<file path="src/rtl/cal_eep_master.sv">
// SPI master for the calibration EEPROM: each read or write is a 16-bit command
// frame followed by a 16-bit response frame that returns the data or the write acknowledge.
module cal_eep_master #(
  parameter int          SCLK_HALF = 16,
  parameter int          GAP       = 16,
  parameter logic [15:0] ACK       = 16'hA5A5
) (
  input  logic       clk,
  input  logic       rst_n,
  input  logic       rd_req,
  input  logic       wr_req,
  input  logic [5:0] addr,
  input  logic [7:0] wdata,
  output logic [7:0] rdata,
  output logic       done,
  output logic       busy,
  output logic       ack_err,
  output logic       SS_n,
  output logic       SCLK,
  output logic       MOSI,
  input  logic       MISO
);

  typedef enum logic [2:0] {S_IDLE, S_CMD, S_GAP, S_RSP, S_FIN} state_t;

  localparam int PW = $clog2(2 * SCLK_HALF + 1);
  localparam int GW = $clog2(GAP + 1);
  localparam logic [PW-1:0] PH_LAST    = PW'(2 * SCLK_HALF - 1);
  localparam logic [PW-1:0] PH_RISE    = PW'(SCLK_HALF);
  localparam logic [PW-1:0] PH_BP_LAST = PW'(SCLK_HALF - 1);
  localparam logic [GW-1:0] GAP_LAST   = GW'(GAP - 1);

  state_t        state_q;
  logic [PW-1:0] phase_q;
  logic [4:0]    bit_q;
  logic [GW-1:0] gap_q;
  logic [15:0]   tx_q;
  logic [15:0]   rx_q;
  logic          is_wr_q;
  logic [7:0]    rdata_q;
  logic          done_q, busy_q, ack_err_q, ss_n_q, sclk_q, mosi_q;

  logic [PW-1:0] phase_d;
  logic [4:0]    bit_d;
  logic          bit_adv, frame_end, sclk_rise;
  logic [15:0]   cmd_word;

  // Position within the frame one cycle ahead; outputs are registered from it.
  always_comb begin
    bit_adv   = (phase_q == PH_LAST);
    frame_end = (bit_q == 5'd16) && (phase_q == PH_BP_LAST);
    if (bit_adv) begin
      phase_d = '0;
      bit_d   = bit_q + 5'd1;
    end else begin
      phase_d = phase_q + PW'(1);
      bit_d   = bit_q;
    end
    sclk_rise = (bit_d < 5'd16) && (phase_d == PH_RISE);
    // A simultaneous read and write request resolves to the read.
    cmd_word  = rd_req ? {2'b00, addr, 8'h00} : {2'b01, addr, wdata};
  end

  always_ff @(posedge clk or negedge rst_n) begin
    if (!rst_n) begin
      state_q   <= S_IDLE;
      phase_q   <= '0;
      bit_q     <= '0;
      gap_q     <= '0;
      tx_q      <= '0;
      rx_q      <= '0;
      is_wr_q   <= 1'b0;
      rdata_q   <= 8'h00;
      done_q    <= 1'b0;
      busy_q    <= 1'b0;
      ack_err_q <= 1'b0;
      ss_n_q    <= 1'b1;
      sclk_q    <= 1'b0;
      mosi_q    <= 1'b0;
    end else begin
      case (state_q)
        S_IDLE: begin
          if (rd_req || wr_req) begin
            state_q <= S_CMD;
            is_wr_q <= !rd_req;
            tx_q    <= cmd_word;
            mosi_q  <= cmd_word[15];
            ss_n_q  <= 1'b0;
            busy_q  <= 1'b1;
            phase_q <= '0;
            bit_q   <= '0;
          end
        end
        S_CMD, S_RSP: begin
          if (frame_end) begin
            ss_n_q <= 1'b1;
            sclk_q <= 1'b0;
            gap_q  <= '0;
            if (state_q == S_CMD) begin
              state_q <= S_GAP;
            end else begin
              state_q <= S_FIN;
              busy_q  <= 1'b0;
              done_q  <= 1'b1;
              if (is_wr_q) begin
                ack_err_q <= (rx_q != ACK);
              end else begin
                rdata_q   <= rx_q[7:0];
                ack_err_q <= (rx_q[15:8] != 8'h00);
              end
            end
          end else begin
            phase_q <= phase_d;
            bit_q   <= bit_d;
            sclk_q  <= (bit_d < 5'd16) && (phase_d >= PH_RISE);
            if (sclk_rise) begin
              rx_q <= {rx_q[14:0], MISO};
            end
            // MOSI changes only at bit boundaries and holds through the back porch.
            if (bit_adv && (bit_d < 5'd16)) begin
              tx_q   <= {tx_q[14:0], 1'b0};
              mosi_q <= tx_q[14];
            end
          end
        end
        S_GAP: begin
          if (gap_q == GAP_LAST) begin
            state_q <= S_RSP;
            tx_q    <= 16'hC000;
            mosi_q  <= 1'b1;
            ss_n_q  <= 1'b0;
            phase_q <= '0;
            bit_q   <= '0;
          end else begin
            gap_q <= gap_q + GW'(1);
          end
        end
        S_FIN: begin
          done_q  <= 1'b0;
          state_q <= S_IDLE;
        end
        default: state_q <= S_IDLE;
      endcase
    end
  end

  assign rdata   = rdata_q;
  assign done    = done_q;
  assign busy    = busy_q;
  assign ack_err = ack_err_q;
  assign SS_n    = ss_n_q;
  assign SCLK    = sclk_q;
  assign MOSI    = mosi_q;

endmodule

</file>
<file path="config.mk">
export PLATFORM = sky130hd
export DESIGN_NAME = cal_eep_master
export DESIGN_NICKNAME = d
export VERILOG_FILES = /design/src/rtl/cal_eep_master.sv
export SDC_FILE = /design/constraint.sdc
export NUM_CORES = 1
export LEC_CHECK = 0
export BUFFER_PORTS_ARGS = -buffer_cell sky130_fd_sc_hd__clkbuf_2
export CORE_MARGIN = 2
export CORE_UTILIZATION = 63
export CTS_BUF_LIST = sky130_fd_sc_hd__clkbuf_16
export DETAILED_ROUTE_END_ITERATION = 10
export HOLD_SLACK_MARGIN = 0.12
export MAX_ROUTING_LAYER = met4
export PLACE_DENSITY = 0.84
export SYNTH_ARGS = -nofsm -noshare
export SYNTH_HDL_FRONTEND = slang
export SYNTH_SLANG_ARGS = --single-unit
</file>
<file path="constraint.sdc">
create_clock -name clk -period 3.9 [get_ports clk]
set_input_delay 0.78 -clock clk [delete_from_list [all_inputs] [get_ports clk]]
set_output_delay 0.78 -clock clk [all_outputs]
set_load 0.02 [all_outputs]
</file>
### Yosys cells after proc, flatten, opt, wreduce, memory -nomap -nowiden

Cells that the tools add are included.

| word-level totals | value |
|---|---|
| register bits after elaboration | 65 |
| input bits | 19 |
| word-level logic and storage cells | 105 |

| cells by class | value |
|---|---|
| add/sub/neg operators | 3 |
| magnitude comparators | 2 |
| equal/unequal tests | 17 |
| mux-type cells | 42 |
| bitwise logic cells | 3 |
| reduce and logical (&&, ||, !) cells | 24 |

Operator list:

| operator | number |
|---|---|
| $mux W15 | 5 |
| $pmux W15 S3 | 1 |
| $mux W5 | 6 |
| $mux W6 | 4 |
| $pmux W6 S3 | 1 |
| $ne A16 B16 Y1 const B | 1 |
| $reduce_and A4 Y1 | 4 |
| $pmux W5 S3 | 1 |
| $reduce_and A3 Y1 | 5 |
| $mux W1 | 14 |
| $ne A2 B2 Y1 const B | 7 |
| $eq A6 B5 Y1 const B | 2 |
| $mux W3 | 4 |
| $add A5 B1 Y5 const B | 2 |
| $pmux W5 S2 | 1 |
| $pmux W3 S3 | 1 |
| $reduce_bool A8 Y1 | 1 |
| $add A6 B1 Y6 const B | 1 |
| $eq A3 B2 Y1 const B | 2 |
| $eq A6 B4 Y1 const B | 1 |
| $ge A6 B5 Y1 const B | 1 |
| $pmux W1 S3 | 2 |
| $reduce_bool A2 Y1 | 3 |
| $eq A5 B4 Y1 const B | 1 |
| other kinds (14) | 20 |

### Depth between registers and ports, before layout

Gate-level depths: netlist of run 1.

| logic depth | value |
|---|---|
| word-level depth | 7 |
| gate-level depth with buffers | 10 |
| depth with buffers taken out | 10 |

### Worst setup path before layout of run 1

OpenSTA, ideal clock, no wires.

| timing | value |
|---|---|
| path type | input to register |
| from | input rd_req |
| to | register tx_q[10] |
| library setup time | 128 ps |
| arrival | 2040 ps |
| required time | 3772 ps |
| slack | 1732 ps |
| cell stages on the path | 6 |
| buffers on the path | 1 |
| cells stage by stage | or3_1 > nand2_1 > nor2_1 > o21ai_4 > buf_6 > mux2_1 |

| between the ends | value |
|---|---|
| word-level cells in the longest chain between the ends | 3 |

RTL lines:

| what | line | RTL |
|---|---|---|
| start, declared | 10 | `input logic rd_req,` |
| $logic_or A1 B1 Y1 | 83 | `if (rd_req \|\| wr_req) begin` |
| $ne A2 B2 Y1 (no line) | n/a |  |
| $reduce_and A5 Y1 (no line) | n/a |  |
| end signal, assigned | 86 | `tx_q <= cmd_word;` |
| end signal, assigned | 121 | `tx_q <= {tx_q[14:0], 1'b0};` |
| end, declared | 37 | `logic [15:0] tx_q;` |

Every way passes these cells.
A chain may end at the register's enable or synchronous reset.

### Worst setup path after layout of run 1

| timing | value |
|---|---|
| from | register state_q[0] |
| to | register rx_q[7] |

| between the ends | value |
|---|---|
| word-level cells in the longest chain between the ends | 3 |
| elaborated cells on any way between the ends | 4 |
| classes of those cells | eq/ne: 2; reduce/logical: 2 |

RTL lines:

| what | line | RTL |
|---|---|---|
| start, declared | 33 | `state_t state_q;` |
| start signal, assigned | 66 | `state_q <= S_IDLE;` |
| start signal, assigned | 84 | `state_q <= S_CMD;` |
| start signal, assigned | 100 | `state_q <= S_GAP;` |
| $eq A3 B1 Y1 / $eq A3 B2 Y1 (equally long branches) | 81 | `case (state_q)` |
| $reduce_or A2 Y1 (*) | 81 |  |
| $reduce_and A3 Y1 (no line) (*) | n/a |  |
| end signal, assigned | 117 | `rx_q <= {rx_q[14:0], MISO};` |
| end, declared | 38 | `logic [15:0] rx_q;` |

Every way passes the cells marked *; elsewhere a longest branch is shown, timed or not.

==> results.py, run 1 <==
metrics = {
    "setup_path": {
        "crit_path_end": "rx_q[7]$_DFFE_PN0P_",
        "cp-end-kind": "register",
        "critPathRequiredTime_ns": 4.11,
        "r2r-end": "rx_q[7]$_DFFE_PN0P_",
        "cp-start-kind": "register",
        "rr_worst_depth": 6,
        "regToRegSetupSlack_ns": 1.30,
        "crit_start": "state_q[0]$_DFFE_PN0P_",
        "rr_startpoint": "state_q[0]$_DFFE_PN0P_",
        "cp.arrival_ns": 2.81,
        "cp_max_fo": 27,
        "worstSetupPathType": "reg -> reg",
    },
    "die": {
        "rows": 26,
        "die_w_um": 75.85,
        "initial_core_util_pct": 64.49,
        "io_pins": 33,
        "die_y_um": 75.85,
        "dieArea_um2": 5752,
        "coreArea_um2": 5042,
    },
    "timing": {
        "hold_viol": 0,
        "setup_viol": 0,
        "relSlewSlack_pct": 47.22,
        "clock_skew_ns": 0.005861,
        "setup_tns_ns": 0,
        "fin_crit_sh_pct": 66.68,
        "min_period_ns": 2.601,
        "rsz0062_at_grt": "no",
        "fmax_ghz": 0.3845,
        "finalMaxSlewViolations": 0,
        "worst_pin_slew_ns": 0.7917,
    },
    "synth": {
        "yosys_warnings": 0,
        "yosysSeqAreaShare_pct": 50.06,
        "synth_nets": 303,
        "synth.distinct_cells": 49,
        "syn_area_per_cell_um2": 11.70,
        "synth_ff_type": "dfrtp_1",
        "syn_area_um2": 3252,
        "ys_ff_latch": 65,
        "async_reset_ff_share_pct": 100.0,
        "synth-edff-count": 0,
        "netlist_instances": 278,
    },
    "grt": {
        "gr-total-overflow": 0,
        "antenna_found_initial": 0,
        "grt_pass1_wl_um": 11370,
        "grt_max_degree": 33,
        "grt_usage_pct": 27.68,
        "grt_pass1_vias": 2319,
    },
    "clock_network": {
        "htreeDepth": 3,
        "cts_buffer_depth": 2,
        "clock-sinks": 65,
        "postCtsResizedCells": 0,
        "worstSkewPairLatency_ns": 0.33,
        "cts_buffers": 9,
        "cts_tree": "done",
        "clkTransAtPathRegs_ns": 0.06,
        "postCtsSetupBuffers": 0,
        "hold_buffers": 0,
        "cts_root_buf": "clkbuf_16",
    },
    "cells_and_area": {
        "syn_to_final_growth_pct": 14.51,
        "nNetsFinal": 334,
        "fillers": 340,
        "diodes": 0,
        "fin_area_um2": 3724,
        "final_layout_size_suffix_gt1_share_pct": 30.25,
        "fin_util_pct": 73.85,
    },
    "drt": {
        "vias_per_cell": 5.948,
        "routed_wl_um": 6711,
        "vias": 2284,
        "dr.pass1.iters": 5,
        "drtAntennaViolNets": 0,
        "drtIter0Drc": 222,
        "drc": 0,
        "wl_per_cell_um": 17.48,
    },
    "placement": {
        "gp_congestion": 0.7736,
        "io_buffers": 32,
        "hpwlAfterDp_um": 4280,
        "place_area_um2": 3428,
    },
    "power_and_ir_drop": {
        "leakage_nw": 1.907,
        "p_per_area_nw_per_um2": 643.2,
        "ir_drop_uv": 305.8,
    },
    "hold_path": {
        "min_path_type": "reg -> reg",
    },
    "outcome": {
        "outcome": "complete, no violations",
    },
    "flow_run": {
        "cap_viol_max_count": 0,
    },
}
[flip-flops by register name (all words and copies together) (netlist names)]
| name | count |
|---|---|
| is_wr_q | 1 |
| SS_n | 1 |
| MOSI | 1 |
| rdata | 8 |
| rx_q | 16 |
| bit_q | 5 |
| ack_err | 1 |
| SCLK | 1 |
| state_q | 3 |
| tx_q | 15 |
| done | 1 |
| busy | 1 |
| gap_q | 5 |
| phase_q | 6 |
[metal layers]
metal	routed length (um)	up-vias	track usage, %	share of wire (%)
met5	0	-	-	0
met4	112	0	10.14	1.7
met3	258	10	5.820	3.8
met2	3407	65	43.01	51
met1	2932	1149	36.02	44
li1	-	1060	-	-
[worst min path at each step]
| stage | from | end | slack (ns) | depth (start not counted) |
|---|---|---|---|---|
| floorplan | bit_q[3]$_DFFE_PN0P_ | bit_q[3]$_DFFE_PN0P_ | 0.46 | 1 |
| global placement | SCLK$_DFFE_PN0P_ | SCLK$_DFFE_PN0P_ | 0.47 | 2 |
| detailed placement | SCLK$_DFFE_PN0P_ | SCLK$_DFFE_PN0P_ | 0.48 | 2 |
| CTS | SCLK$_DFFE_PN0P_ | SCLK$_DFFE_PN0P_ | 0.50 | 2 |
| global route | SS_n$_DFFE_PN1P_ | SS_n$_DFFE_PN1P_ | 0.50 | 2 |
| finish | SCLK$_DFFE_PN0P_ | SCLK$_DFFE_PN0P_ | 0.49 | 2 |
[cells in the mapped netlist (all sizes together) (4+ instances only)]
| master | instances | share of area [%] |
|---|---|---|
| mux2 | 37 | 15 |
| nor3 | 5 | 1.1 |
| dfrtp | 64 | 49 |
| nor2 | 14 | 1.6 |
| inv | 9 | 1.0 |
| ha | 6 | 2.3 |
| nand2 | 18 | 2.1 |
| buf | 13 | 2.7 |
| mux2i | 4 | 1.2 |
| a31oi | 7 | 1.3 |
| a21oi | 12 | 1.8 |
| o21ai | 16 | 2.8 |
| and3 | 6 | 1.3 |
| nand3 | 11 | 1.8 |
| a22o | 14 | 3.8 |
| xor2 | 4 | 1.1 |
| a21o | 4 | 0.92 |
[cell families (layout without fill, tap and decap cells)]
family / Yosys count / in the layout / synth area share [%]
buffers and inverters: 24 / 60 / 3.925
and+or+nand+nor: 78 / 78 / 14.16
adders and majority gates: 6 / 6 / 2.309
DFF: 65 / 65 / 50.06
muxes: 41 / 41 / 15.89
xor gates and xnor gates: 7 / 7 / 1.885
AOI/OAI and AO/OA: 57 / 57 / 11.77
[metrics by stage]
step | hold WS, ns | worst slack, ns | instances | total power [mW]
final | 0.4911 | 1.299 | 384 | 2.395
after global routing | 0.5023 | 1.184 | 384 | 2.521
after CTS | 0.4953 | 1.326 | 384 | 2.397
after detailed placement | 0.4834 | 1.369 | 368 | 1.591
after global placement | 0.4747 | 1.404 | 368 | 1.554
after floorplan | 0.4566 | 1.732 | 278 | 1.451
[power breakdown]
part / leakage, nW / total, mW / switching, mW / internal [mW]
clock network: 0.147 / 0.794 / 0.300 / 0.494
registers: 0.853 / 1.01 / 0.167 / 0.841
logic: 0.907 / 0.593 / 0.285 / 0.308
[critical path, stage by stage, from the launching register on]
cell	delay [ns]
dfrtp_1	0.69
nor2b_1	0.24
buf_4	0.32
nand3_1	0.20
nor3_4	0.23
nand4_4	0.37
mux2_4	0.43
[cells in the final DEF (no fill, tap or decap), drive strengths merged, types with 3 or more instances in the layout]
cell type | Yosys | layout
dfrtp | 64 | 64
clkbuf | 2 | 41
mux2 | 37 | 37
nand2 | 18 | 18
o21ai | 16 | 16
nor2 | 14 | 14
a22o | 14 | 14
a21oi | 12 | 12
nand3 | 11 | 11
inv | 9 | 10
a31oi | 7 | 7
ha | 6 | 6
and3 | 6 | 6
nor3 | 5 | 5
clkinv | 0 | 5
xor2 | 4 | 4
a21o | 4 | 4
mux2i | 4 | 4
nand2b | 3 | 3
or3 | 3 | 3
and2 | 3 | 3
nor2b | 3 | 3
xnor2 | 3 | 3
buf | 13 | 3
nand4 | 3 | 3
[layout make-up]
class	instances	area [um2]	share of cell area, %
Sequential cell	65	1628	43.72
Multi-Input combinational cell	189	1496	40.19
Clock buffer	9	225.2	6.048
Inverter	9	33.78	0.9073
Tap cell	70	87.58	2.352
Clock inverter	7	70.07	1.882
Timing Repair Buffer	35	182.7	4.906
No activity file was read; power rests on OpenSTA's default activity.
==> run 2, diff against run 1 <==
--- a/config.mk
+++ b/config.mk
@@ -5,14 +5,15 @@
 export SDC_FILE = /design/constraint.sdc
 export NUM_CORES = 1
 export LEC_CHECK = 0
+export ABC_AREA = 1
 export BUFFER_PORTS_ARGS = -buffer_cell sky130_fd_sc_hd__clkbuf_2
 export CORE_MARGIN = 2
-export CORE_UTILIZATION = 63
+export CORE_UTILIZATION = 53
 export CTS_BUF_LIST = sky130_fd_sc_hd__clkbuf_16
 export DETAILED_ROUTE_END_ITERATION = 10
 export HOLD_SLACK_MARGIN = 0.12
 export MAX_ROUTING_LAYER = met4
-export PLACE_DENSITY = 0.84
+export PLACE_DENSITY = 0.76
 export SYNTH_ARGS = -nofsm -noshare
 export SYNTH_HDL_FRONTEND = slang
 export SYNTH_SLANG_ARGS = --single-unit
==> constraint.sdc (replaced) <==
create_clock -name clk -period 2.32 [get_ports clk]
set_input_delay 0.464 -clock clk [delete_from_list [all_inputs] [get_ports clk]]
set_output_delay 0.464 -clock clk [all_outputs]
set_load 0.02 [all_outputs]
==> results.py, run 2 <==
metrics = {
    "die": {
        "die_y_um": 82.30,
        "rows": 28,
        "dieArea_um2": 6773,
        "io_pins": 33,
        "initial_core_util_pct": 54.88,
        "coreArea_um2": 5921,
        "die_w_um": 82.30,
    },
    "drt": {
        "drtIter0Drc": 255,
        "drtAntennaViolNets": 0,
        "wl_per_cell_um": 13.29,
        "vias_per_cell": 5.343,
        "dr.pass1.iters": 4,
        "vias": 2698,
        "routed_wl_um": 6712,
        "drc": 0,
    },
    "clock_network": {
        "cts_tree": "done",
        "postCtsResizedCells": 0,
        "clock-sinks": 65,
        "postCtsSetupBuffers": 0,
        "hold_buffers": 0,
        "worstSkewPairLatency_ns": 0.33,
        "cts_buffer_depth": 2,
        "htreeDepth": 3,
        "cts_buffers": 9,
        "clkTransAtPathRegs_ns": 0.05,
        "cts_root_buf": "clkbuf_16",
    },
    "flow_run": {
        "cap_viol_max_count": 0,
    },
    "setup_path": {
        "cp.arrival_ns": 2.27,
        "r2r-end": "tx_q[10]$_DFFE_PN0P_",
        "rr_startpoint": "gap_q[0]$_DFFE_PN0P_",
        "critPathBufInv": 1,
        "regToRegSetupSlack_ns": 0.31,
        "crit_slowest_cell": "dfrtp_1",
        "cp-end-kind": "register",
        "crit_family": "simple AND/OR/NAND/NOR gates",
        "cp_max_fo": 11,
        "rr_worst_depth": 10,
        "cp-start-kind": "register",
        "crit_top_cell": "ha_1",
        "worstSetupPathType": "reg -> reg",
        "slowest_delay_ns": 0.37,
        "critPathRequiredTime_ns": 2.58,
        "crit_chain": "ha_1 > and3_1 > ha_1 > o21ai_0 > nor2_1 > nand2_2 > nor2_4 > buf_4 > nand3_1 > nand2_1",
    },
    "power_and_ir_drop": {
        "leakage_nw": 2.004,
        "ir_drop_uv": 666.5,
        "p_per_area_nw_per_um2": 1008,
    },
    "synth": {
        "yosysSeqAreaShare_pct": 50.10,
        "ys_ff_latch": 65,
        "synth_nets": 411,
        "synth_ff_type": "dfrtp_1",
        "netlist_instances": 386,
        "synth_commonest_cells": "nand2_1 (124), dfrtp_1 (64), nand3_1 (63)",
        "yosysTopAreaCell": "dfrtp_1",
        "yosys_warnings": 0,
        "syn_area_per_cell_um2": 8.418,
        "async_reset_ff_share_pct": 100.0,
        "synth-edff-count": 0,
        "synthMostInstantiatedCell": "nand2_1",
        "synth_top_area_share_pct": 49.29,
        "ys_top_cells_by_area": "dfrtp_1 (49%), nand2_1 (14%), nand3_1 (9.7%)",
        "synth.distinct_cells": 33,
        "syn_area_um2": 3249,
    },
    "cells_and_area": {
        "largest_reg_flops": 16,
        "final_layout_size_suffix_gt1_share_pct": 20.70,
        "nNetsFinal": 450,
        "fin_area_um2": 3845,
        "final_cells": 505,
        "fin_util_pct": 64.94,
        "top_register": "rx_q",
        "layout_commonest_cell": "nand2_1",
        "fillers": 476,
        "syn_to_final_growth_pct": 18.33,
        "final_cell_mix": "nand2_1 (124), dfrtp_1 (64), nand3_1 (63)",
        "diodes": 0,
    },
    "timing": {
        "relSlewSlack_pct": 55.89,
        "setup_tns_ns": 0,
        "rsz0062_at_grt": "no",
        "setup_viol": 0,
        "fmax_ghz": 0.4970,
        "min_period_ns": 2.012,
        "fin_crit_sh_pct": 86.72,
        "clock_skew_ns": 0.005641,
        "hold_viol": 0,
        "finalMaxSlewViolations": 0,
        "worst_pin_slew_ns": 0.6617,
    },
    "grt": {
        "gr-total-overflow": 0,
        "grt_pass1_wl_um": 11770,
        "grt_usage_pct": 23.66,
        "antenna_found_initial": 0,
        "grt_pass1_vias": 2529,
        "grt_max_degree": 33,
    },
    "placement": {
        "io_buffers": 32,
        "gp_congestion": 0.8812,
        "hpwlAfterDp_um": 4621,
        "place_area_um2": 3501,
        "dp.cells": 489,
    },
    "outcome": {
        "outcome": "complete, no violations",
    },
    "hold_path": {
        "min_path_type": "in -> async",
    },
}
## run 2: cell count changes in the layout (fill, tap and decap cells not counted), moves of 6 or more
cell / change
nand3_1: +53
a21oi_1: -9
nand2_1: +106
a31oi_1: -7
nand2_2: +6
mux2_4: -16
inv_1: +14
mux2_2: -20
a22o_1: -7
## run 2: per-layer routing
metal / global-route usage (%) / up-vias / part of all wire (%)
met1: 32.27 / 1261 / 48
li1: - / 1359 / -
met4: 6.500 / 0 / 1.6
met2: 34.84 / 69 / 46
met3: 6.630 / 9 / 3.9
met5: - / - / 0
## run 2: worst max-delay path by stage
stage	from	endpoint	slack, ns	cells past startpoint
after CTS	gap_q[0]$_DFFE_PN0P_	tx_q[10]$_DFFE_PN0P_	0.33	10
after floorplan	gap_q[0]$_DFFE_PN0P_	MOSI$_DFFE_PN0P_	0.60	10
final	gap_q[0]$_DFFE_PN0P_	tx_q[10]$_DFFE_PN0P_	0.31	10
after detailed placement	gap_q[0]$_DFFE_PN0P_	tx_q[12]$_DFFE_PN0P_	0.37	10
after global routing	gap_q[0]$_DFFE_PN0P_	tx_q[10]$_DFFE_PN0P_	0.1	10
after global placement	phase_q[0]$_DFFE_PN0P_	rx_q[12]$_DFFE_PN0P_	0.41	11
## run 2: area by class of cell
| type | count | area [um2] | area share, % |
|---|---|---|---|
| timing repair buffer | 40 | 232.7 | 6.053 |
| clock inverter | 7 | 118.9 | 3.091 |
| sequential | 65 | 1628 | 42.34 |
| tap | 75 | 93.84 | 2.441 |
| multi-input combinational | 281 | 1440 | 37.46 |
| clock buffer | 9 | 225.2 | 5.857 |
| inverter | 28 | 106.4 | 2.766 |
## run 2: stage by stage
step | worst slack [ns] | power (mW) | hold slack, ns
after floorplan | 0.5951 | 2.121 | 0.1684
after global placement | 0.4065 | 2.305 | 0.4540
after detailed placement | 0.3748 | 2.336 | 0.4595
after CTS | 0.3283 | 3.896 | 0.1889
after global routing | 0.09806 | 4.120 | 0.2219
final | 0.3081 | 3.874 | 0.1593
## run 2: cell families after synthesis
family	after synthesis	synth area share, %
DFF	65	50.10
buffers and inverters	40	5.583
xor gates and xnor gates	2	0.5392
and+or+nand+nor	235	34.08
adders and majority gates	6	2.310
AOI/OAI and AO/OA	38	7.393
## run 2: where the power goes
| group | switching [mW] | internal [mW] |
|---|---|---|
| combinational | 0.438 | 0.307 |
| sequential | 0.211 | 1.37 |
| clock | 0.500 | 1.05 |
| total | 1.15 | 2.73 |
==> run 3, diff against run 2 <==
==> constraint.sdc (replaced) <==
create_clock -name clk -period 2.32 [get_ports clk]
set_input_delay 0.696 -clock clk [delete_from_list [all_inputs] [get_ports clk]]
set_output_delay 0.696 -clock clk [all_outputs]
set_load 0.02 [all_outputs]
==> results.py, run 3 (synthesized netlist as in run 2, its figures left out) <==
metrics = {
    "placement": {
        "io_buffers": 32,
        "gp_congestion": 0.8596,
        "place_area_um2": 3486,
        "dp.cells": 487,
        "hpwlAfterDp_um": 4467,
    },
    "cells_and_area": {
        "layout_commonest_cell": "nand2_1",
        "final_layout_size_suffix_gt1_share_pct": 20.33,
        "top_register": "rx_q",
        "largest_reg_flops": 16,
        "nNetsFinal": 448,
        "fin_area_um2": 3836,
        "diodes": 0,
        "syn_to_final_growth_pct": 18.06,
        "final_cells": 503,
        "final_cell_mix": "nand2_1 (124), dfrtp_1 (64), nand3_1 (63)",
    },
    "drt": {
        "dr.pass1.iters": 4,
        "wl_per_cell_um": 13.37,
        "drtAntennaViolNets": 0,
        "drc": 0,
        "drtIter0Drc": 367,
        "vias": 2746,
        "vias_per_cell": 5.459,
        "routed_wl_um": 6727,
    },
    "timing": {
        "holdWs_ns": 0.3870,
        "relSlewSlack_pct": 76.30,
        "clock_skew_ns": 0.007929,
        "hold_viol": 0,
        "fmax_ghz": 0.4926,
        "finalMaxSlewViolations": 0,
        "rsz0062_at_grt": "no",
        "worst_pin_slew_ns": 0.3551,
        "setup_viol": 0,
        "fin_crit_sh_pct": 87.50,
        "min_period_ns": 2.030,
        "setup_tns_ns": 0,
    },
    "clock_network": {
        "postCtsResizedCells": 0,
        "clkTransAtPathRegs_ns": 0.06,
        "worstSkewPairLatency_ns": 0.33,
        "cts_buffer_depth": 2,
        "cts_tree": "done",
        "cts_root_buf": "clkbuf_16",
        "htreeDepth": 3,
        "clock-sinks": 65,
        "postCtsSetupBuffers": 0,
        "cts_buffers": 9,
        "hold_buffers": 0,
    },
    "power_and_ir_drop": {
        "leakage_nw": 2.004,
        "ir_drop_uv": 533.4,
        "p_per_area_nw_per_um2": 1020,
    },
    "die": {
        "die_y_um": 82.30,
        "rows": 28,
        "die_w_um": 82.30,
        "coreArea_um2": 5921,
        "io_pins": 33,
        "initial_core_util_pct": 54.88,
        "dieArea_um2": 6773,
    },
    "grt": {
        "grt_pass1_vias": 2607,
        "antenna_found_initial": 0,
        "gr-total-overflow": 0,
        "grt_usage_pct": 23.53,
        "grt_max_degree": 66,
        "grt_pass1_wl_um": 11900,
    },
    "setup_path": {
        "cp-end-kind": "register",
        "worstSetupPathType": "reg -> reg",
        "rr_worst_depth": 9,
        "cp_max_fo": 12,
        "cp.arrival_ns": 2.24,
        "cp-start-kind": "register",
        "critPathRequiredTime_ns": 2.53,
    },
    "flow_run": {
        "cap_viol_max_count": 0,
    },
    "hold_path": {
        "min_path_type": "in -> async",
    },
    "outcome": {
        "outcome": "complete, no violations",
    },
}
==> run 3: metal layers <==
metal	GRT usage, %	up-vias	routed length, um
met4	9.000	0	118
met1	31.65	1282	3226
met5	-	-	0
met3	4.565	16	313
met2	35.40	96	3069
li1	-	1352	-
==> run 3: where the power goes <==
| part | switching, mW | leakage, nW | internal (mW) |
|---|---|---|---|
| Sequential | 0.215 | 0.854 | 1.37 |
| Clock | 0.513 | 0.171 | 1.06 |
| Combinational | 0.450 | 0.980 | 0.305 |
==> run 3: layout make-up <==
| cell class | instances | area (um2) |
|---|---|---|
| clock inverter | 7 | 125.1 |
| sequential | 65 | 1628 |
| tap | 75 | 93.84 |
| clock buffer | 9 | 225.2 |
| timing repair buffer | 38 | 217.7 |
| fill | 484 | 2085 |
| inverter | 28 | 106.4 |
| multi-input combinational | 281 | 1440 |
==> run 3: through the flow <==
stage | utilization [%] | setup slack, ns | power, mW
finish | 64.79 | 0.2899 | 3.914
global route | 64.79 | 0.09267 | 4.134
CTS | 64.79 | 0.2884 | 3.936
detailed placement | 58.88 | 0.2850 | 2.333
global placement | 58.88 | 0.3403 | 2.302
floorplan | - | 0.5951 | 2.121
==> run 3: final timing paths <==
| check | to | start | slack, ns |
|---|---|---|---|
| max | rdata[1]$_DFFE_PN0P_ | phase_q[0]$_DFFE_PN0P_ | 0.29 |
| min | rdata[3]$_DFFE_PN0P_ | rst_n | 0.39 |
| max reg2reg | rdata[1]$_DFFE_PN0P_ | phase_q[0]$_DFFE_PN0P_ | 0.29 |
| min reg2reg | tx_q[1]$_DFFE_PN0P_ | tx_q[1]$_DFFE_PN0P_ | 0.47 |
| max in group asynchronous | SS_n$_DFFE_PN1P_ | rst_n | 1.62 |
| min in group clk | tx_q[1]$_DFFE_PN0P_ | tx_q[1]$_DFFE_PN0P_ | 0.47 |
==> run 3: worst max-delay path, stage by stage, from the launching register on <==
cell	delay [ns]
dfrtp_1	0.46
ha_1	0.27
nand3_1	0.14
nor2_2	0.15
nand3_2	0.12
buf_4	0.21
nor2_4	0.18
nand2_2	0.21
nand2_1	0.13
o21ai_2	0.06
